[src/rtl/mmio_pkg.sv]
// Shared types and defaults for the MMIO bus fabric.
package mmio_pkg;

  typedef enum logic [1:0] {
    IDLE = 2'd0,
    WAIT = 2'd1,
    RESP = 2'd2
  } mmio_state_e;

  localparam logic [31:0] MMIO_ERR_DATA = 32'hDEAD_BEEF;
  localparam logic [7:0]  MMIO_BASE_TAG = 8'hFF;

  // Slot-select field width; a single slot still gets one index bit.
  function automatic int unsigned slot_sel_w(input int unsigned n_slots);
    int unsigned w;
    w = unsigned'($clog2(n_slots));
    return (w < 1) ? 1 : w;
  endfunction

endpackage

[src/rtl/mmio_addr_decode.sv]
// Combinational address decode: tag/zero-field/range check and one-hot slot select.
module mmio_addr_decode
  import mmio_pkg::*;
#(
  parameter int unsigned ADDR_W   = 32,
  parameter int unsigned N_SLOTS  = 6,
  parameter int unsigned REG_AW   = 6,
  parameter logic [7:0]  BASE_TAG = MMIO_BASE_TAG
) (
  input  logic [ADDR_W-1:0]                     addr_i,
  output logic                                  mapped_o,
  output logic [slot_sel_w(N_SLOTS)-1:0]        idx_o,
  output logic [N_SLOTS-1:0]                    onehot_o
);

  localparam int unsigned SEL_W = slot_sel_w(N_SLOTS);
  localparam int unsigned LOW_W = REG_AW + SEL_W;

  logic              tag_ok;
  logic              mid_zero;
  logic              in_range;
  logic [ADDR_W-1:0] mid_bits;

  // Strip the tag from the top and the slot/offset fields from the bottom.
  assign mid_bits = (addr_i << 8) >> (8 + LOW_W);
  assign mid_zero = (mid_bits == '0);
  assign tag_ok   = (addr_i[ADDR_W-1 -: 8] == BASE_TAG);
  assign idx_o    = addr_i[REG_AW +: SEL_W];
  assign in_range = (32'(idx_o) < N_SLOTS);
  assign mapped_o = tag_ok & mid_zero & in_range;
  assign onehot_o = mapped_o ? (N_SLOTS'(1) << idx_o) : '0;

endmodule

[src/rtl/mmio_bus_fabric.sv]
// MMIO interconnect: decodes CPU requests to N slots, waits on slot ready with a
// timeout, and completes every transaction with a single registered bus_ready pulse.
module mmio_bus_fabric
  import mmio_pkg::*;
#(
  parameter int unsigned       DATA_W   = 32,
  parameter int unsigned       ADDR_W   = 32,
  parameter int unsigned       N_SLOTS  = 6,
  parameter int unsigned       REG_AW   = 6,
  parameter logic [7:0]        BASE_TAG = MMIO_BASE_TAG,
  parameter int unsigned       TIMEOUT  = 16,
  parameter logic [DATA_W-1:0] ERR_DATA = DATA_W'(MMIO_ERR_DATA)
) (
  input  logic                        clk,
  input  logic                        reset,
  input  logic [ADDR_W-1:0]           bus_addr,
  input  logic [DATA_W-1:0]           bus_wr_data,
  output logic [DATA_W-1:0]           bus_rd_data,
  input  logic                        bus_cs,
  input  logic                        bus_wr,
  input  logic                        bus_rd,
  output logic                        bus_ready,
  output logic                        bus_err,
  output logic                        err_sticky,
  input  logic                        err_clr,
  output logic [N_SLOTS-1:0]          slot_cs,
  output logic                        slot_wr,
  output logic                        slot_rd,
  output logic [REG_AW-1:0]           slot_addr,
  output logic [DATA_W-1:0]           slot_wr_data,
  input  logic [N_SLOTS*DATA_W-1:0]   slot_rd_data,
  input  logic [N_SLOTS-1:0]          slot_ready
);

  localparam int unsigned SEL_W = slot_sel_w(N_SLOTS);
  localparam int unsigned CNT_W = $clog2(TIMEOUT + 1);
  localparam logic [CNT_W-1:0] CNT_LAST = CNT_W'(TIMEOUT - 1);

  mmio_state_e        state_q, state_d;
  logic [CNT_W-1:0]   cnt_q, cnt_d;
  logic [SEL_W-1:0]   idx_q, idx_d;
  logic               is_wr_q, is_wr_d;
  logic [N_SLOTS-1:0] slot_cs_q, slot_cs_d;
  logic               slot_wr_q, slot_wr_d;
  logic               slot_rd_q, slot_rd_d;
  logic [REG_AW-1:0]  slot_addr_q, slot_addr_d;
  logic [DATA_W-1:0]  slot_wr_data_q, slot_wr_data_d;
  logic [DATA_W-1:0]  rd_data_q, rd_data_d;
  logic               ready_q, ready_d;
  logic               err_q, err_d;
  logic               sticky_q, sticky_d;

  logic               dec_mapped;
  logic [SEL_W-1:0]   dec_idx;
  logic [N_SLOTS-1:0] dec_onehot;
  logic               req;
  logic               sel_ready;
  logic [DATA_W-1:0]  sel_data;

  mmio_addr_decode #(
    .ADDR_W   (ADDR_W),
    .N_SLOTS  (N_SLOTS),
    .REG_AW   (REG_AW),
    .BASE_TAG (BASE_TAG)
  ) u_decode (
    .addr_i   (bus_addr),
    .mapped_o (dec_mapped),
    .idx_o    (dec_idx),
    .onehot_o (dec_onehot)
  );

  assign req = bus_cs & (bus_wr | bus_rd);

  // Route only the latched slot's ready and read data; other slots are ignored.
  always_comb begin
    sel_ready = 1'b0;
    sel_data  = '0;
    for (int unsigned k = 0; k < N_SLOTS; k++) begin
      if (idx_q == SEL_W'(k)) begin
        sel_ready = slot_ready[k];
        sel_data  = slot_rd_data[k*DATA_W +: DATA_W];
      end
    end
  end

  always_comb begin
    state_d        = state_q;
    cnt_d          = cnt_q;
    idx_d          = idx_q;
    is_wr_d        = is_wr_q;
    slot_cs_d      = slot_cs_q;
    slot_wr_d      = slot_wr_q;
    slot_rd_d      = slot_rd_q;
    slot_addr_d    = slot_addr_q;
    slot_wr_data_d = slot_wr_data_q;
    rd_data_d      = rd_data_q;
    ready_d        = 1'b0;
    err_d          = 1'b0;
    sticky_d       = sticky_q & ~err_clr;

    unique case (state_q)
      IDLE: begin
        if (req) begin
          is_wr_d = bus_wr;
          if (dec_mapped) begin
            state_d        = WAIT;
            cnt_d          = '0;
            idx_d          = dec_idx;
            slot_cs_d      = dec_onehot;
            slot_wr_d      = bus_wr;
            slot_rd_d      = ~bus_wr;
            slot_addr_d    = bus_addr[REG_AW-1:0];
            slot_wr_data_d = bus_wr_data;
          end else begin
            state_d   = RESP;
            ready_d   = 1'b1;
            err_d     = 1'b1;
            sticky_d  = 1'b1;
            rd_data_d = bus_wr ? '0 : ERR_DATA;
          end
        end
      end
      WAIT: begin
        // Ready on the last allowed cycle takes priority over the timeout.
        if (sel_ready || (cnt_q == CNT_LAST)) begin
          state_d   = RESP;
          ready_d   = 1'b1;
          slot_cs_d = '0;
          slot_wr_d = 1'b0;
          slot_rd_d = 1'b0;
          if (sel_ready) begin
            rd_data_d = is_wr_q ? '0 : sel_data;
          end else begin
            err_d     = 1'b1;
            sticky_d  = 1'b1;
            rd_data_d = is_wr_q ? '0 : ERR_DATA;
          end
        end else begin
          cnt_d = cnt_q + CNT_W'(1);
        end
      end
      RESP: begin
        state_d = IDLE;
      end
      default: begin
        state_d = IDLE;
      end
    endcase
  end

  always_ff @(posedge clk) begin
    if (reset) begin
      state_q        <= IDLE;
      cnt_q          <= '0;
      idx_q          <= '0;
      is_wr_q        <= 1'b0;
      slot_cs_q      <= '0;
      slot_wr_q      <= 1'b0;
      slot_rd_q      <= 1'b0;
      slot_addr_q    <= '0;
      slot_wr_data_q <= '0;
      rd_data_q      <= '0;
      ready_q        <= 1'b0;
      err_q          <= 1'b0;
      sticky_q       <= 1'b0;
    end else begin
      state_q        <= state_d;
      cnt_q          <= cnt_d;
      idx_q          <= idx_d;
      is_wr_q        <= is_wr_d;
      slot_cs_q      <= slot_cs_d;
      slot_wr_q      <= slot_wr_d;
      slot_rd_q      <= slot_rd_d;
      slot_addr_q    <= slot_addr_d;
      slot_wr_data_q <= slot_wr_data_d;
      rd_data_q      <= rd_data_d;
      ready_q        <= ready_d;
      err_q          <= err_d;
      sticky_q       <= sticky_d;
    end
  end

  assign bus_rd_data  = rd_data_q;
  assign bus_ready    = ready_q;
  assign bus_err      = err_q;
  assign err_sticky   = sticky_q;
  assign slot_cs      = slot_cs_q;
  assign slot_wr      = slot_wr_q;
  assign slot_rd      = slot_rd_q;
  assign slot_addr    = slot_addr_q;
  assign slot_wr_data = slot_wr_data_q;

endmodule

[config.mk]
export PLATFORM = sky130hd
export DESIGN_NAME = mmio_bus_fabric
export DESIGN_NICKNAME = d
export VERILOG_FILES = /design/src/rtl/mmio_pkg.sv /design/src/rtl/mmio_addr_decode.sv /design/src/rtl/mmio_bus_fabric.sv
export SDC_FILE = /design/constraint.sdc
export NUM_CORES = 1
export LEC_CHECK = 0
export CORE_MARGIN = 2
export CORE_UTILIZATION = 30
export DETAILED_ROUTE_END_ITERATION = 10
export PLACE_DENSITY = 0.71
export SETUP_SLACK_MARGIN = 0.2
export SKIP_CTS_REPAIR_TIMING = 1
export SYNTH_ARGS = -nofsm -noshare
export SYNTH_HDL_FRONTEND = slang
export SYNTH_SLANG_ARGS = --single-unit
[constraint.sdc]
create_clock -name clk -period 2.6 [get_ports clk]
set_input_delay 0.78 -clock clk [delete_from_list [all_inputs] [get_ports clk]]
set_output_delay 0.78 -clock clk [all_outputs]
set_load 0.02 [all_outputs]
==> metrics.txt, run 1 <==
status=complete, no violations; hold crit path type=reg2reg; Place WS=-0.4897 ns; Worst VDD drop=between 0.2 and 0.3 mV; setup slack, reg-to-reg=0.29 ns; boundary pin count=349; Yosys reg bits=around 90; Worst-Skew Late Latency=0.34 ns; ys flop type=dfxtp_1; largest net degree at the start of global routing=66; 1st-iter DRT viols=209; Routed WL=22.83 mm; clock sink count=92; top cell type's share of synthesized area=34.18%; Inserted Clock Buffers=9; vias post-DR=6,126; syn avg cell area=8.878 µm²; synthesized net count=877; Core Box Area=17,780 µm²; Async SR Flop Fraction=0%; Worst setup EP type=flip-flop; cell area after layout=10,230 µm²; placed standard-cell area=9303 µm²; WHS Endpoint=slot_wr_data[22]$_SDFFE_PP0P_; EDFF count, synth=0; half-perimeter wire length after placement=about 17 mm; Final Max Tran Viols=0; Final min period=2.434 ns; clk root buf=clkbuf_16; register area share after synthesis=34.18%; Synth top cells by count=nand2_1 (94), dfxtp_1 (92), mux2i_1 (77); die height=138.0 µm; RSZ-0062 raised after global routing=true; Worst setup SP type=input port; vias in the first global route=roughly 6.1k; count leader, synth=nand2_1; Worst Path Required=2.86 ns; leakage power=approximately 3.6 nW; slack of the critical path=0.1659 ns; count of different cell masters after synthesis=54; Max Cap Viol=0; WP data arrival=2.69 ns; Register-to-Register Path Depth=10; first drt pass iteration count=6; nets=1,243; Worst-Margin Slew=0.8464 ns; initial antenna violation count=2; relative slew slack=between 40% and 50%; wire per inst=18.88 µm; first-pass GRT wire length=~33 mm; Final ANT Viol Nets=0; Initial Util=a little under a third; Final Hold Vio Count=0; H-Tree Depth=3; Site Rows=49; Synth area leaders=dfxtp_1 (34%), mux2i_1 (14%), nand2_1 (6.5%); grt ovf=0; setup TNS=0 ns; Die Wd=138.0 µm; WHS Path Cells=2; IO Port Bufs=348; DRC viols=0; yosys synthesis warning count=0; reg-to-reg endpoint=bus_rd_data[9]$_SDFFE_PP0P_; Reg-to-Reg Start=cnt_q[0]$_SDFFE_PP0P_; critical path peak fanout=6; via/cell ratio=5.067; Hold Crit Start=slot_wr_data[22]$_SDFFE_PP0P_; Final GP Congestion=between 0.7 and 0.8; clock transition at the registers of the reported paths=0.07 ns; Setup Skew=just over 0.008 ns; die area=19,050 µm²; mapped cell area=5389 µm²; cell taking the most area after synthesis=dfxtp_1; Tcrit/Tclk final=a little over nine tenths; Mapped Cells=607; final setup vio count=0; Clock Path Buffers=2; Max Fclk=0.4108 GHz; layout cells sized above 1=between 10% and 20%; Area Overhead vs Synth=89.90%; total track usage=21.63%; CTS tree=yes; Crit Path Category=in2reg; Power Density=approximately 360 nW/µm²
registers in the layout (all words and copies together), names as in the netlist, 2 cells and up:
signal / count
slot_cs: 6
slot_addr: 6
idx_q: 3
state_q: 2
slot_wr_data: 32
bus_rd_data: 32
cnt_q: 5
metrics by stage:
stage	power (W)	utilization [%]	hold slack [ns]	instances
after detailed placement	0.002277	52.32	0.4431	1169
after global placement	0.002273	52.32	0.4366	1169
after CTS	0.003686	54.11	0.4521	1185
final	0.003709	57.56	0.4518	1209
after floorplan	0.001728	-	0.4530	607
after global routing	0.003848	57.56	0.4681	1209
layout make-up:
type / instances / area [µm²]
Timing Repair Buffer: 406 / 4234
Fill cell: 1586 / 7546
Inverter: 39 / 146.4
Tap cell: 229 / 286.5
Sequential cell: 92 / 1848
Clock buffer: 9 / 225.2
Multi-Input combinational cell: 425 / 3396
Antenna cell: 2 / 5.005
Clock inverter: 7 / 92.59
report_power, final:
group          switching, W  internal (W)
logic              0.000288      0.000555
registers         0.0000227       0.00144
clock network      0.000629      0.000773
metal layers:
layer	wire (µm)	up-vias	track usage (%)
li1	-	2986	-
met1	9143	2880	24.99
met5	0	-	0
met4	221	0	4.726
met3	1767	14	7.586
met2	11700	246	38.59
kinds of logic after synthesis:
| group | Yosys count | synth area share (%) |
|---|---|---|
| buffers and inverters | 90 | 7.685 |
| flip-flops | 92 | 34.18 |
| multiplexers | 90 | 18.69 |
| AO/OA/AOI/OAI | 189 | 26.47 |
| AND/OR/NAND/NOR | 144 | 12.51 |
| adder cells (fa/ha/maj) | 2 | 0.4643 |
critical path, cell delays in order:
cell       delay [ns]
clkbuf_2         0.08
or4b_4           0.55
a2111o_1         0.42
o211ai_4         0.23
a21oi_4          0.08
buf_12           0.17
clkbuf_16        0.15
a221oi_2         0.22
worst max path at each step:
| stage | end | slack [ns] | from | cells past startpoint |
|---|---|---|---|---|
| after floorplan | bus_rd_data[13]$_SDFFE_PP0P_ | 0.17 | bus_addr[14] | 6 |
| after global placement | bus_rd_data[1]$_SDFFE_PP0P_ | -0.41 | bus_addr[14] | 7 |
| after detailed placement | bus_rd_data[0]$_SDFFE_PP0P_ | -0.49 | bus_addr[14] | 7 |
| after CTS | bus_rd_data[0]$_SDFFE_PP0P_ | -0.13 | bus_addr[14] | 7 |
| after global routing | slot_wr_data[26]$_SDFFE_PP0P_ | 0.11 | bus_addr[10] | 9 |
| final | bus_rd_data[9]$_SDFFE_PP0P_ | 0.17 | bus_addr[10] | 8 |
cells in the final DEF, fill, tap and decap left out, types with 3 or more instances in the layout:
master	synthesis	final
a21oi_1	46	43
a21oi_2	2	4
a221oi_1	38	27
a221oi_2	12	22
a32o_1	8	8
buf_12	0	9
buf_4	7	33
buf_6	5	6
buf_8	0	3
clkbuf_16	0	17
clkbuf_2	0	4
clkdlybuf4s50_1	0	327
dfxtp_1	92	89
dlymetal6s2s_1	0	16
inv_1	38	38
inv_6	0	3
mux2_2	5	4
mux2i_1	77	77
mux4_2	8	8
nand2_1	94	75
nand2_2	0	16
nand2_4	0	3
nand2b_1	3	3
nand3_1	9	8
nor2_1	7	5
nor2b_1	4	4
nor3_1	7	6
o21a_1	24	24
o21ai_0	31	13
o21ai_1	1	17
o22ai_1	11	11
(Power assumes the default switching activity.)
==> run 2: changes to the inputs <==
--- a/config.mk
+++ b/config.mk
@@ -8,7 +8,7 @@
 export CORE_MARGIN = 2
 export CORE_UTILIZATION = 30
 export DETAILED_ROUTE_END_ITERATION = 10
-export PLACE_DENSITY = 0.71
+export PLACE_DENSITY = 0.7
 export SETUP_SLACK_MARGIN = 0.2
 export SKIP_CTS_REPAIR_TIMING = 1
 export SYNTH_ARGS = -nofsm -noshare
==> run 2 against run 1 <==
Compared with the run above: clock skew down 0.0017 ns; worst setup slack better by 0.024 ns; clock power rose by 9%; design area shrank 1.6%; utilization fell by 0.93 points; die area unchanged; critical path depth shrank 1; via count is 0.64% higher.
==> metrics.txt, run 2 (synthesized netlist as in run 1, its figures left out) <==
Max Fclk=0.4149 GHz; Final min period=2.410 ns; final core utilization=56.63%; half-perimeter wire length after placement=16.88 mm; hold crit path type=reg2reg; relative slew slack=48.47%; Place WS=-0.4490 ns; Site Rows=between 40 and 50; hold slack final=between 0.4 and 0.5 ns; critical path peak fanout=6; Worst setup EP type=flip-flop; Routed WL=22.78 mm; Die Wd=~140 µm; vias post-DR=6,165; CP max stage cell=or4b_4; Final Instance Count excl. Fillers=between 1k and 1.5k; via/cell ratio=slightly above 5; placed cells=1,169; Internal Power=0.002913 W; boundary pin count=349; cells along the critical path=buf_6 > or4b_4 > a2111o_1 > o211ai_4 > a21oi_4 > clkbuf_16 > a221oi_2; nets=1,236; Setup Skew=0.006506 ns; WP data arrival=2.66 ns; Comb pwr share=21.4%; final setup vio count=0; layout cells sized above 1=14.32%; Register-to-Register Path Depth=9; most common cell after layout, fill and taps aside=clkdlybuf4s50_1; clock transition at the registers of the reported paths=0.07 ns; Clock Path Buffers=2; Final Max Tran Viols=0; vias in the first global route=6,058; Core Box Area=~18,000 µm²; Worst-Skew Late Latency=between 0.3 and 0.4 ns; 1st-iter DRT viols=about 230; commonest cells after routing, fill and taps aside=clkdlybuf4s50_1 (323), nand2_1 (89), dfxtp_1 (89), mux2i_1 (77), a21oi_1 (42); DRC viols=0; die height=roughly 140 µm; sw frac=a little under a quarter; Power Density=378.7 nW/µm²; WHS Path Cells=2; clock sink count=92; CP bufs+invs=2; clock network fraction of total power=40.2%; grt ovf=0; setup TNS=0 ns; CTS tree=yes; H-Tree Depth=3; clk root buf=clkbuf_16; first-pass GRT wire length=33.60 mm; Crit Path Category=in2reg; RSZ-0062 raised after global routing=true; CP top delay family=compound AO/OA/AOI/OAI gates; max incr delay on CP=0.55 ns; largest net degree at the start of global routing=48; Sw Pwr=0.0008997 W; Final Hold Vio Count=0; Final GP Congestion=0.8217; Area Overhead vs Synth=86.84%; slack of the critical path=0.1897 ns; first drt pass iteration count=4; IO Port Bufs=348; setup slack, reg-to-reg=0.33 ns; Tcrit/Tclk final=~93%; CP Depth=7; Final ANT Viol Nets=0; Worst VDD drop=0.2572 mV; leakage power=3.531 nW; Max Cap Viol=0; Worst-Margin Slew=0.7729 ns; Worst Path Required=2.85 ns; total track usage=22.00%; Inserted Clock Buffers=9; Initial Util=30.31%; Worst setup SP type=input port; initial antenna violation count=2; wire per inst=18.97 µm; Reg power frac=a little under two fifths; status=complete, no violations; die area=19,050 µm²
[run 2: cell count changes in the layout (fill, tap and decap cells not counted), sizes merged]
cell	change
bufinv	+1
dlymetal6s2s	+4
buf	-3
clkdlybuf4s50	-4
inv	-2
diode	-1
clkbuf	-2
clkinv	-1
[run 2: layout make-up]
cell class | count | area, µm²
repair buffers | 399 | 4093
diodes | 1 | 2.502
flip-flops and latches | 92 | 1848
clock inverters | 5 | 86.33
clock buffers | 11 | 264.0
fillers | 1619 | 7711
multi-input cells | 425 | 3342
inverters | 39 | 146.4
well taps | 229 | 286.5
[run 2: worst reg2reg max path, cell delays in order, from the launching register on]
cell       delay (ns)
dfxtp_1          0.34
ha_1             0.22
and3_1           0.18
ha_2             0.20
or3_1            0.40
o21ai_1          0.14
buf_4            0.15
a21oi_4          0.11
clkbuf_16        0.22
a221oi_2         0.23
[run 2: power by group through the flow]
stage	clock network (W)	registers [W]	logic [W]
floorplan	0	0.00153	0.000197
finish	0.00153	0.00147	0.000815
CTS	0.00157	0.00147	0.000790
global route	0.00164	0.00147	0.000864
global placement	0	0.00150	0.000781
detailed placement	0	0.00150	0.000787
[run 2: stage by stage]
stage	power (W)	instance area, µm²
after detailed placement	0.002285	9315
after global placement	0.002278	9315
after global routing	0.003975	10070
final	0.003813	10070
after CTS	0.003829	9666
after floorplan	0.001728	5459
[run 2: worst paths after layout]
kind	startpoint	to
worst max-delay path	bus_addr[9]	bus_rd_data[7]$_SDFFE_PP0P_
worst min-delay path	slot_wr_data[5]$_SDFFE_PP0P_	slot_wr_data[5]$_SDFFE_PP0P_
worst max register to register	cnt_q[0]$_SDFFE_PP0P_	bus_rd_data[7]$_SDFFE_PP0P_
worst min register to register	slot_wr_data[5]$_SDFFE_PP0P_	slot_wr_data[5]$_SDFFE_PP0P_
[run 2: per-layer routing]
layer	part of all wire (%)	wire, µm	GRT usage [%]	up-vias
li1	-	-	-	2966
met1	40	9164	26.67	2902
met2	50	11450	38.38	270
met3	8.3	1881	7.378	25
met4	1.2	270	3.974	2
met5	0.057	13	0	-
